--- src/rtl/inst_loader_if.sv ---
// Shared types plus the loader bus: byte-stream input side and the
// instruction-memory load port that the loader drives.
package inst_loader_pkg;
    typedef logic [31:0] addr_t;
    typedef logic [31:0] inst_t;

    localparam addr_t       InstStartFrom = 32'h0000_0000;
    localparam int unsigned InstSpace     = 32'h0000_1000;
endpackage

interface inst_loader_if;
    import inst_loader_pkg::*;

    logic       byte_valid;
    logic [7:0] byte_data;
    logic       byte_ready;
    addr_t      addr;
    inst_t      load_inst;
    logic       load;
    logic       chip_select;

    modport master (
        input  byte_valid, byte_data,
        output byte_ready, addr, load_inst, load, chip_select
    );

    modport slave (
        output byte_valid, byte_data,
        input  byte_ready, addr, load_inst, load, chip_select
    );
endinterface

--- src/rtl/inst_loader.sv ---
// Boot-time instruction loader: length header, LSB-first words, one write per word.
// Optional trailing XOR checksum byte when LOADER_CHECKSUM_EN is defined.
module inst_loader
    import inst_loader_pkg::*;
#(
    parameter addr_t       START_ADDR = InstStartFrom,
    parameter int unsigned MAX_WORDS  = InstSpace >> 2
) (
    input  logic              clk,
    input  logic              rst,
    input  logic              start,
    inst_loader_if.master     bus,
    output logic              busy,
    output logic              done,
    output logic              error
);

    typedef enum logic [2:0] {
        S_IDLE, S_LEN_LO, S_LEN_HI, S_DATA, S_WRITE, S_CSUM, S_DONE, S_ERR
    } state_t;

`ifdef LOADER_CHECKSUM_EN
    localparam state_t S_FINISH = S_CSUM;
`else
    localparam state_t S_FINISH = S_DONE;
`endif

    state_t      state_reg, state_next;
    logic [15:0] len_reg;
    logic [15:0] word_cnt_reg;
    logic [1:0]  byte_idx_reg;
    logic [7:0]  asm_reg [3];
    addr_t       addr_reg;
    inst_t       load_inst_reg;
`ifdef LOADER_CHECKSUM_EN
    logic [7:0]  csum_reg;
`endif

    logic        accept;
    logic        idle_like;
    logic [15:0] len_full;

    // Every output is a decode of registered state, so byte_ready never sees byte_valid.
    assign idle_like       = (state_reg == S_IDLE) || (state_reg == S_DONE) || (state_reg == S_ERR);
    assign bus.byte_ready  = (state_reg == S_LEN_LO) || (state_reg == S_LEN_HI) ||
                             (state_reg == S_DATA)   || (state_reg == S_CSUM);
    assign busy            = !idle_like;
    assign bus.chip_select = !idle_like;
    assign bus.load        = (state_reg == S_WRITE);
    assign done            = (state_reg == S_DONE);
    assign error           = (state_reg == S_ERR);
    assign bus.addr        = addr_reg;
    assign bus.load_inst   = load_inst_reg;

    assign accept   = bus.byte_valid && bus.byte_ready;
    assign len_full = {bus.byte_data, len_reg[7:0]};

    always_comb begin
        state_next = state_reg;
        case (state_reg)
            S_IDLE, S_DONE, S_ERR: begin
                if (start) state_next = S_LEN_LO;
            end
            S_LEN_LO: begin
                if (accept) state_next = S_LEN_HI;
            end
            S_LEN_HI: begin
                if (accept) begin
                    if (len_full == 16'd0)
                        state_next = S_FINISH;
                    else if ({16'd0, len_full} > MAX_WORDS)
                        state_next = S_ERR;
                    else
                        state_next = S_DATA;
                end
            end
            S_DATA: begin
                if (accept && byte_idx_reg == 2'd3) state_next = S_WRITE;
            end
            S_WRITE: begin
                if (word_cnt_reg + 16'd1 == len_reg)
                    state_next = S_FINISH;
                else
                    state_next = S_DATA;
            end
`ifdef LOADER_CHECKSUM_EN
            S_CSUM: begin
                if (accept) state_next = (bus.byte_data == csum_reg) ? S_DONE : S_ERR;
            end
`endif
            default: state_next = S_IDLE;
        endcase
    end

    always_ff @(posedge clk or posedge rst) begin
        if (rst) begin
            state_reg     <= S_IDLE;
            len_reg       <= '0;
            word_cnt_reg  <= '0;
            byte_idx_reg  <= '0;
            addr_reg      <= START_ADDR;
            load_inst_reg <= '0;
        end else begin
            state_reg <= state_next;
            if (start && idle_like) begin
                len_reg      <= '0;
                word_cnt_reg <= '0;
                byte_idx_reg <= '0;
                addr_reg     <= START_ADDR;
            end
            if (accept) begin
                if (state_reg == S_LEN_LO) len_reg[7:0]  <= bus.byte_data;
                if (state_reg == S_LEN_HI) len_reg[15:8] <= bus.byte_data;
                if (state_reg == S_DATA) begin
                    byte_idx_reg <= byte_idx_reg + 2'd1;
                    if (byte_idx_reg == 2'd3)
                        load_inst_reg <= {bus.byte_data, asm_reg[2], asm_reg[1], asm_reg[0]};
                end
            end
            if (state_reg == S_WRITE) begin
                word_cnt_reg <= word_cnt_reg + 16'd1;
                addr_reg     <= addr_reg + 32'd4;
            end
        end
    end

    // Lower three bytes of a word wait here until the fourth byte completes it.
    genvar gi;
    generate
        for (gi = 0; gi < 3; gi++) begin : g_asm
            always_ff @(posedge clk or posedge rst) begin
                if (rst)
                    asm_reg[gi] <= '0;
                else if (accept && state_reg == S_DATA && byte_idx_reg == 2'(gi))
                    asm_reg[gi] <= bus.byte_data;
            end
        end
    endgenerate

`ifdef LOADER_CHECKSUM_EN
    always_ff @(posedge clk or posedge rst) begin
        if (rst)
            csum_reg <= '0;
        else if (start && idle_like)
            csum_reg <= '0;
        else if (accept)
            csum_reg <= csum_reg ^ bus.byte_data;
    end
`endif

endmodule
--- src/flat_wrapper.sv ---
// flat-port wrapper written by rule: the top's interface ports become plain ports
module inst_loader_flat import inst_loader_pkg::*;
#(
    parameter addr_t       START_ADDR = InstStartFrom,
    parameter int unsigned MAX_WORDS  = InstSpace >> 2
)
  (clk, rst, start, busy, done, error, bus_byte_valid, bus_byte_data, bus_byte_ready, bus_addr, bus_load_inst, bus_load, bus_chip_select);
  inst_loader_if bus_i ();
  input  logic clk;
  input  logic rst;
  input  logic start;
  output logic busy;
  output logic done;
  output logic error;
  input wire logic [$bits(bus_i.byte_valid)-1:0] bus_byte_valid;
  input wire logic [$bits(bus_i.byte_data)-1:0] bus_byte_data;
  output wire logic [$bits(bus_i.byte_ready)-1:0] bus_byte_ready;
  output wire logic [$bits(bus_i.addr)-1:0] bus_addr;
  output wire logic [$bits(bus_i.load_inst)-1:0] bus_load_inst;
  output wire logic [$bits(bus_i.load)-1:0] bus_load;
  output wire logic [$bits(bus_i.chip_select)-1:0] bus_chip_select;
  assign bus_i.byte_valid = bus_byte_valid;
  assign bus_i.byte_data = bus_byte_data;
  assign bus_byte_ready = bus_i.byte_ready;
  assign bus_addr = bus_i.addr;
  assign bus_load_inst = bus_i.load_inst;
  assign bus_load = bus_i.load;
  assign bus_chip_select = bus_i.chip_select;
  inst_loader #(.START_ADDR(START_ADDR), .MAX_WORDS(MAX_WORDS)) u_core (.clk(clk), .rst(rst), .start(start), .bus(bus_i), .busy(busy), .done(done), .error(error));
endmodule
--- config.mk ---
export PLATFORM = sky130hd
export DESIGN_NAME = inst_loader_flat
export DESIGN_NICKNAME = d
export VERILOG_FILES = /design/src/rtl/inst_loader_if.sv /design/src/rtl/inst_loader.sv /design/src/flat_wrapper.sv
export SDC_FILE = /design/constraint.sdc
export NUM_CORES = 1
export LEC_CHECK = 0
export BUFFER_PORTS_ARGS = -buffer_cell sky130_fd_sc_hd__buf_2
export CORE_ASPECT_RATIO = 0.8
export CORE_MARGIN = 2
export CORE_UTILIZATION = 40
export CTS_CLUSTER_SIZE = 8
export DETAILED_ROUTE_END_ITERATION = 10
export PLACE_DENSITY_LB_ADDON = 0.2
export RECOVER_POWER = 100
export SYNTH_ARGS = -nofsm -noshare
export SYNTH_HDL_FRONTEND = slang
export SYNTH_SLANG_ARGS = --single-unit
--- constraint.sdc ---
create_clock -name clk -period 12 [get_ports clk]
set_input_delay 2.4 -clock clk [delete_from_list [all_inputs] [get_ports clk]]
set_output_delay 2.4 -clock clk [all_outputs]
set_load 0.02 [all_outputs]
# After elaboration in Yosys (flattened, before gate mapping)
# Index checks and enable logic that the tools add are counted.
[classes]
mux = 19
magnitude_cmp = 1
n_eq_ne = 15
add_sub_neg = 3
reduce_logical = 20
[op_table]
columns = ["operator", "n"]
rows = [
  ["$mux 16", 4],
  ["$mux 32", 2],
  ["$add 32x3->32 const B", 1],
  ["$mux 3", 7],
  ["$add 16x1->16 const B", 1],
  ["$eq 16x16->1", 1],
  ["$gt 16x11->1 const B", 1],
  ["$logic_not 16->1", 1],
  ["$mux 8", 2],
  ["$pmux 3 s5", 1],
  ["$eq 3x3->1 const B", 4],
  ["$logic_and 1x1->1", 7],
  ["$eq 3x2->1 const B", 2],
  ["$mux 2", 3],
  ["$ne 2x1->1 const B", 3],
  ["$logic_or 1x1->1", 5],
  ["$eq 2x2->1 const B", 2],
  ["$reduce_and 4->1", 1],
  ["$eq 3x1->1 const B", 1],
  ["$logic_not 3->1", 1],
  ["$reduce_and 3->1", 1],
  ["$reduce_or 3->1", 1],
  ["$add 2x1->2 const B", 1],
  ["$eq 2x1->1 const B", 1],
  ["other kinds (4)", 4],
]
[word_totals]
register_bits = 125
wordCells = 67
output_inout_bits = 70
in_bits = 12

# Depth between registers and ports, before layout
[logic_depth]
ltp_word = 8
ltp_mapped = 10
ltp_nobuf = 8

# Worst setup path after synthesis
# No wires, ideal clock.
[synth_path]
path_type = "input port to flip-flop"
from = "input bus_byte_data[4]"
to = "register u_core.state_reg[0]"
n_path_buf = 0
slack_ns = 8.033
required_ns = 11.868
arrival_ns = 3.836
setup_ns = 0.132
stages = 5
cell_sequence = "or4_1 -> or4_1 -> mux2_2 -> a211oi_2 -> a31oi_1"
[synth_via]
elab_chain_len = 4
[synth_lines]
columns = ["element", "line", "text"]
rows = [
  ["start: declaration", "flat_wrapper.sv:16", "input wire logic [$bits(bus_i.byte_data)-1:0] bus_byte_data;"],
  ["$logic_not 16->1", "inst_loader.sv:69", "if (len_full == 16'd0)"],
  ["$mux 3", "inst_loader.sv:69", ""],
  ["$mux 3", "inst_loader.sv:68", "if (accept) begin"],
  ["$pmux 3 s5", "inst_loader.sv:60", "case (state_reg)"],
  ["end signal: assignment", "inst_loader.sv:104", "state_reg <= state_next;"],
  ["end: declaration", "inst_loader.sv:28", "state_t state_reg, state_next;"],
]
# No other way between the ends. The select of a mux whose other input is x is not followed.
# A chain may end at the register's enable or synchronous reset.

==> summary.md <==
| Metric | Value |
|---|---|
| Worst skew pair latency | 0.41 ns |
| Post-DP HPWL | 9260 µm |
| Worst EP required | 11.71 ns |
| Largest net degree at the start of global routing | 66 |
| Die area | 15800 µm² |
| Syn Area/Cell | 10.5 µm² |
| Outcome | complete, but fails checks |
| Max cap viols | 4 |
| CP Max Fanout | 65 |
| Tcrit/Tclk final | 56.8% |
| Total power | 0.00157 W |
| Final ANT Viol Nets | 0 |
| I/O Pins | 82 |
| Max Freq | 0.147 GHz |
| Skew final | 0.0108 ns |
| Crit path from | rst |
| Static Leak | 3.12 nW |
| Final hold vios | 0 |
| H-tree depth | 4 |
| Layout area overhead | 17.9% |
| Setup_tns | 0 ns |
| Core area | 14400 µm² |
| Critical path class | input port to asynchronous set/reset pin |
| Ys Warns | 0 |
| Nets | 659 |
| Worst Max-Slew Pin Slew | 3.51 ns |
| Iter 0 DRT Violations | 436 |
| Startpoint Class | input port |
| Multi-input gate area in the final layout | 2690 µm² |
| Synth top area share | 51.8% |
| Setup bufs post-CTS | 0 |
| CP Capture Type | asynchronous set/reset pin |
| Area contributors post-synth | dfrtp_1, mux2_2, nand2_1 |
| Synth Register Bits | 123 |
| Min Tclk post-route | 6.82 ns |
| Longest Clk Path Bufs | 2 |
| Largest register FFs | 32 |
| Hold WC Path Type | flop to flop |
| TritonCTS buffer count | 17 |
| Area of the mapped netlist | 5940 µm² |
| Worst Path Arrival | 6.53 ns |
| DR vias/cell | 5.37 |
| Post-synth EDFFs | 0 |
| Vias in the first global route | 4306 |
| Row cnt | 39 |
| CTS tree | done |
| All-layer global routing usage | 17.7% |
| Initial core utilization | 41.3% |
| Synth Flop Type | dfrtp_1 |
| Gpl congestion | 0.821 |
| Sequential share of the synthesized area | 51.8% |
| DIE WIDTH | 140 µm |
| Final wirelength | 13600 µm |
| First-pass GRT wire length | 22200 µm |
| Fillers | 1339 |
| Remaining Overflow, GRT | 0 |
| Library cells used by synthesis | 49 |
| R2r startpoint | u_core.state_reg[0] |
| Seq. cell area | 3080 µm² |
| Hold buffers post-CTS | 0 |
| Final Setup Violations | 0 |
| RSZ-0062 raised after global routing | no |
| Routed WL per cell | 16.2 µm |
| Normalized max-slew margin | -134% |
| Drt drc | 0 |
| Total number of vias | 4502 |
| Clock Pin Slew Worst Setup and Hold Paths | 0.06 ns |
| Cell Pwr Density | 225 nW/µm² |
| Router iterations before antenna repair | 6 |
| Fin. max-slew vios | 208 |
| Failing checks | capacitance limit, slew limit |
| Post-synthesis cell count | 568 |
| IO Port Bufs | 79 |
| Share of cells above drive strength 1 | 16.2% |
| Die H | 113 µm |
| Resized Gates After CTS | 0 |
| Clock tree sinks | 123 |
| Hold path startpoint | u_core.bus.addr[31] |
| Largest area contributor in the netlist | dfrtp_1 |
| Ant. Diodes | 0 |
| Post-synth ARST share | 100% |
| Initial antenna violation count | 0 |
| VDD IR-drop max | 0.115 mV |
| Clk root buf | clkbuf_16 |
## cell type report
class	instances	share of cell area [%]
flip-flops and latches	123	44.0
multi-input cells	404	38.4
clock buffers	21	6.58
repair buffers	84	4.77
well taps	184	3.29
clock inverters	11	2.39
inverters	11	0.608
## synthesized netlist by cell type, types with 5 or more instances
cell,n
o21ai_1,6
xnor2_1,21
a21oi_1,10
nand4_1,9
inv_1,8
o211ai_1,7
mux2_2,54
nor2_1,17
mux2i_1,16
o21ai_0,46
ha_1,6
and3_1,13
nand2_1,84
nand2b_1,5
o31ai_1,12
clkbuf_1,15
nor3_1,6
buf_2,12
dfrtp_1,123
and2_1,6
nand3_1,34
a31oi_1,5
## layout by cell type, fill, tap and decap left out, types with 6 or more instances in the layout
master | netlist | final
and3_1 | 13 | 13
o211ai_1 | 7 | 7
o31ai_1 | 12 | 12
nand4_1 | 9 | 9
buf_2 | 12 | 9
o21ai_0 | 46 | 51
nand2_1 | 84 | 84
nor2_1 | 17 | 17
a21oi_1 | 10 | 10
clkbuf_1 | 15 | 75
nand3_1 | 34 | 34
inv_1 | 8 | 8
mux2_2 | 54 | 54
xnor2_1 | 21 | 21
nor3_1 | 6 | 6
dfrtp_1 | 123 | 123
ha_1 | 6 | 6
mux2i_1 | 16 | 16
clkbuf_16 | 0 | 17
## per-stage QoR
| stage | instance area (µm²) | util (%) | std cells | worst slack [ns] | hold slack [ns] |
|---|---|---|---|---|---|
| floorplan | 5940 | - | 569 | 6.33 | 0.452 |
| global placement | 6480 | 45.0 | 806 | 7.78 | 0.455 |
| detailed placement | 6480 | 45.0 | 806 | 7.72 | 0.469 |
| CTS | 7110 | 49.4 | 838 | 7.27 | 0.480 |
| global route | 7000 | 48.6 | 838 | 4.08 | 0.492 |
| finish | 7000 | 48.6 | 838 | 5.18 | 0.482 |
## worst paths after layout
path / cells past startpoint / to / slack (ns)
max: 3 / u_core.len_reg[5] / 5.18
min: 1 / u_core.bus.addr[31] / 0.48
max reg2reg: 6 / u_core.word_cnt_reg[14] / 8.21
min reg2reg: 1 / u_core.bus.addr[31] / 0.48
max in group clk: 6 / u_core.word_cnt_reg[14] / 6.87
min in group asynchronous: 2 / u_core.bus.load_inst[2] / 2.69
## cell families (layout without fill, tap and decap cells)
| group | Yosys count | count (layout) | synth area share (%) |
|---|---|---|---|
| mux | 73 | 73 | 13.5 |
| compound gates | 100 | 100 | 10.2 |
| other cells | 1 | 2 | 0.0631 |
| flops | 123 | 123 | 51.8 |
| xor+xnor | 25 | 25 | 3.69 |
| buf+inv | 42 | 127 | 3.10 |
| fa+ha+maj | 6 | 6 | 1.26 |
| simple gates | 198 | 198 | 16.4 |
## worst max-delay path, cell delays in order
cell and delay [ns]:
buf_2 0.10, clkinvlp_2 1.43, clkbuf_1 2.56
## metal layers
| metal | up-vias | track usage (%) | share of wire [%] |
|---|---|---|---|
| li1 | 2175 | - | - |
| met4 | 0 | 6.46 | 1.5 |
| met1 | 2211 | 25.5 | 50 |
| met3 | 18 | 4.06 | 3.4 |
| met5 | - | 0 | 0 |
| met2 | 98 | 26.2 | 45 |
## report_power, final
part           leakage [nW]  switching, W  internal, W
Clock                 0.303      0.000181     0.000358
Sequential             1.65     0.0000965     0.000527
Combinational          1.17      0.000246     0.000165
Total                  3.12      0.000523      0.00105
Power figures use the tool's default switching activity.
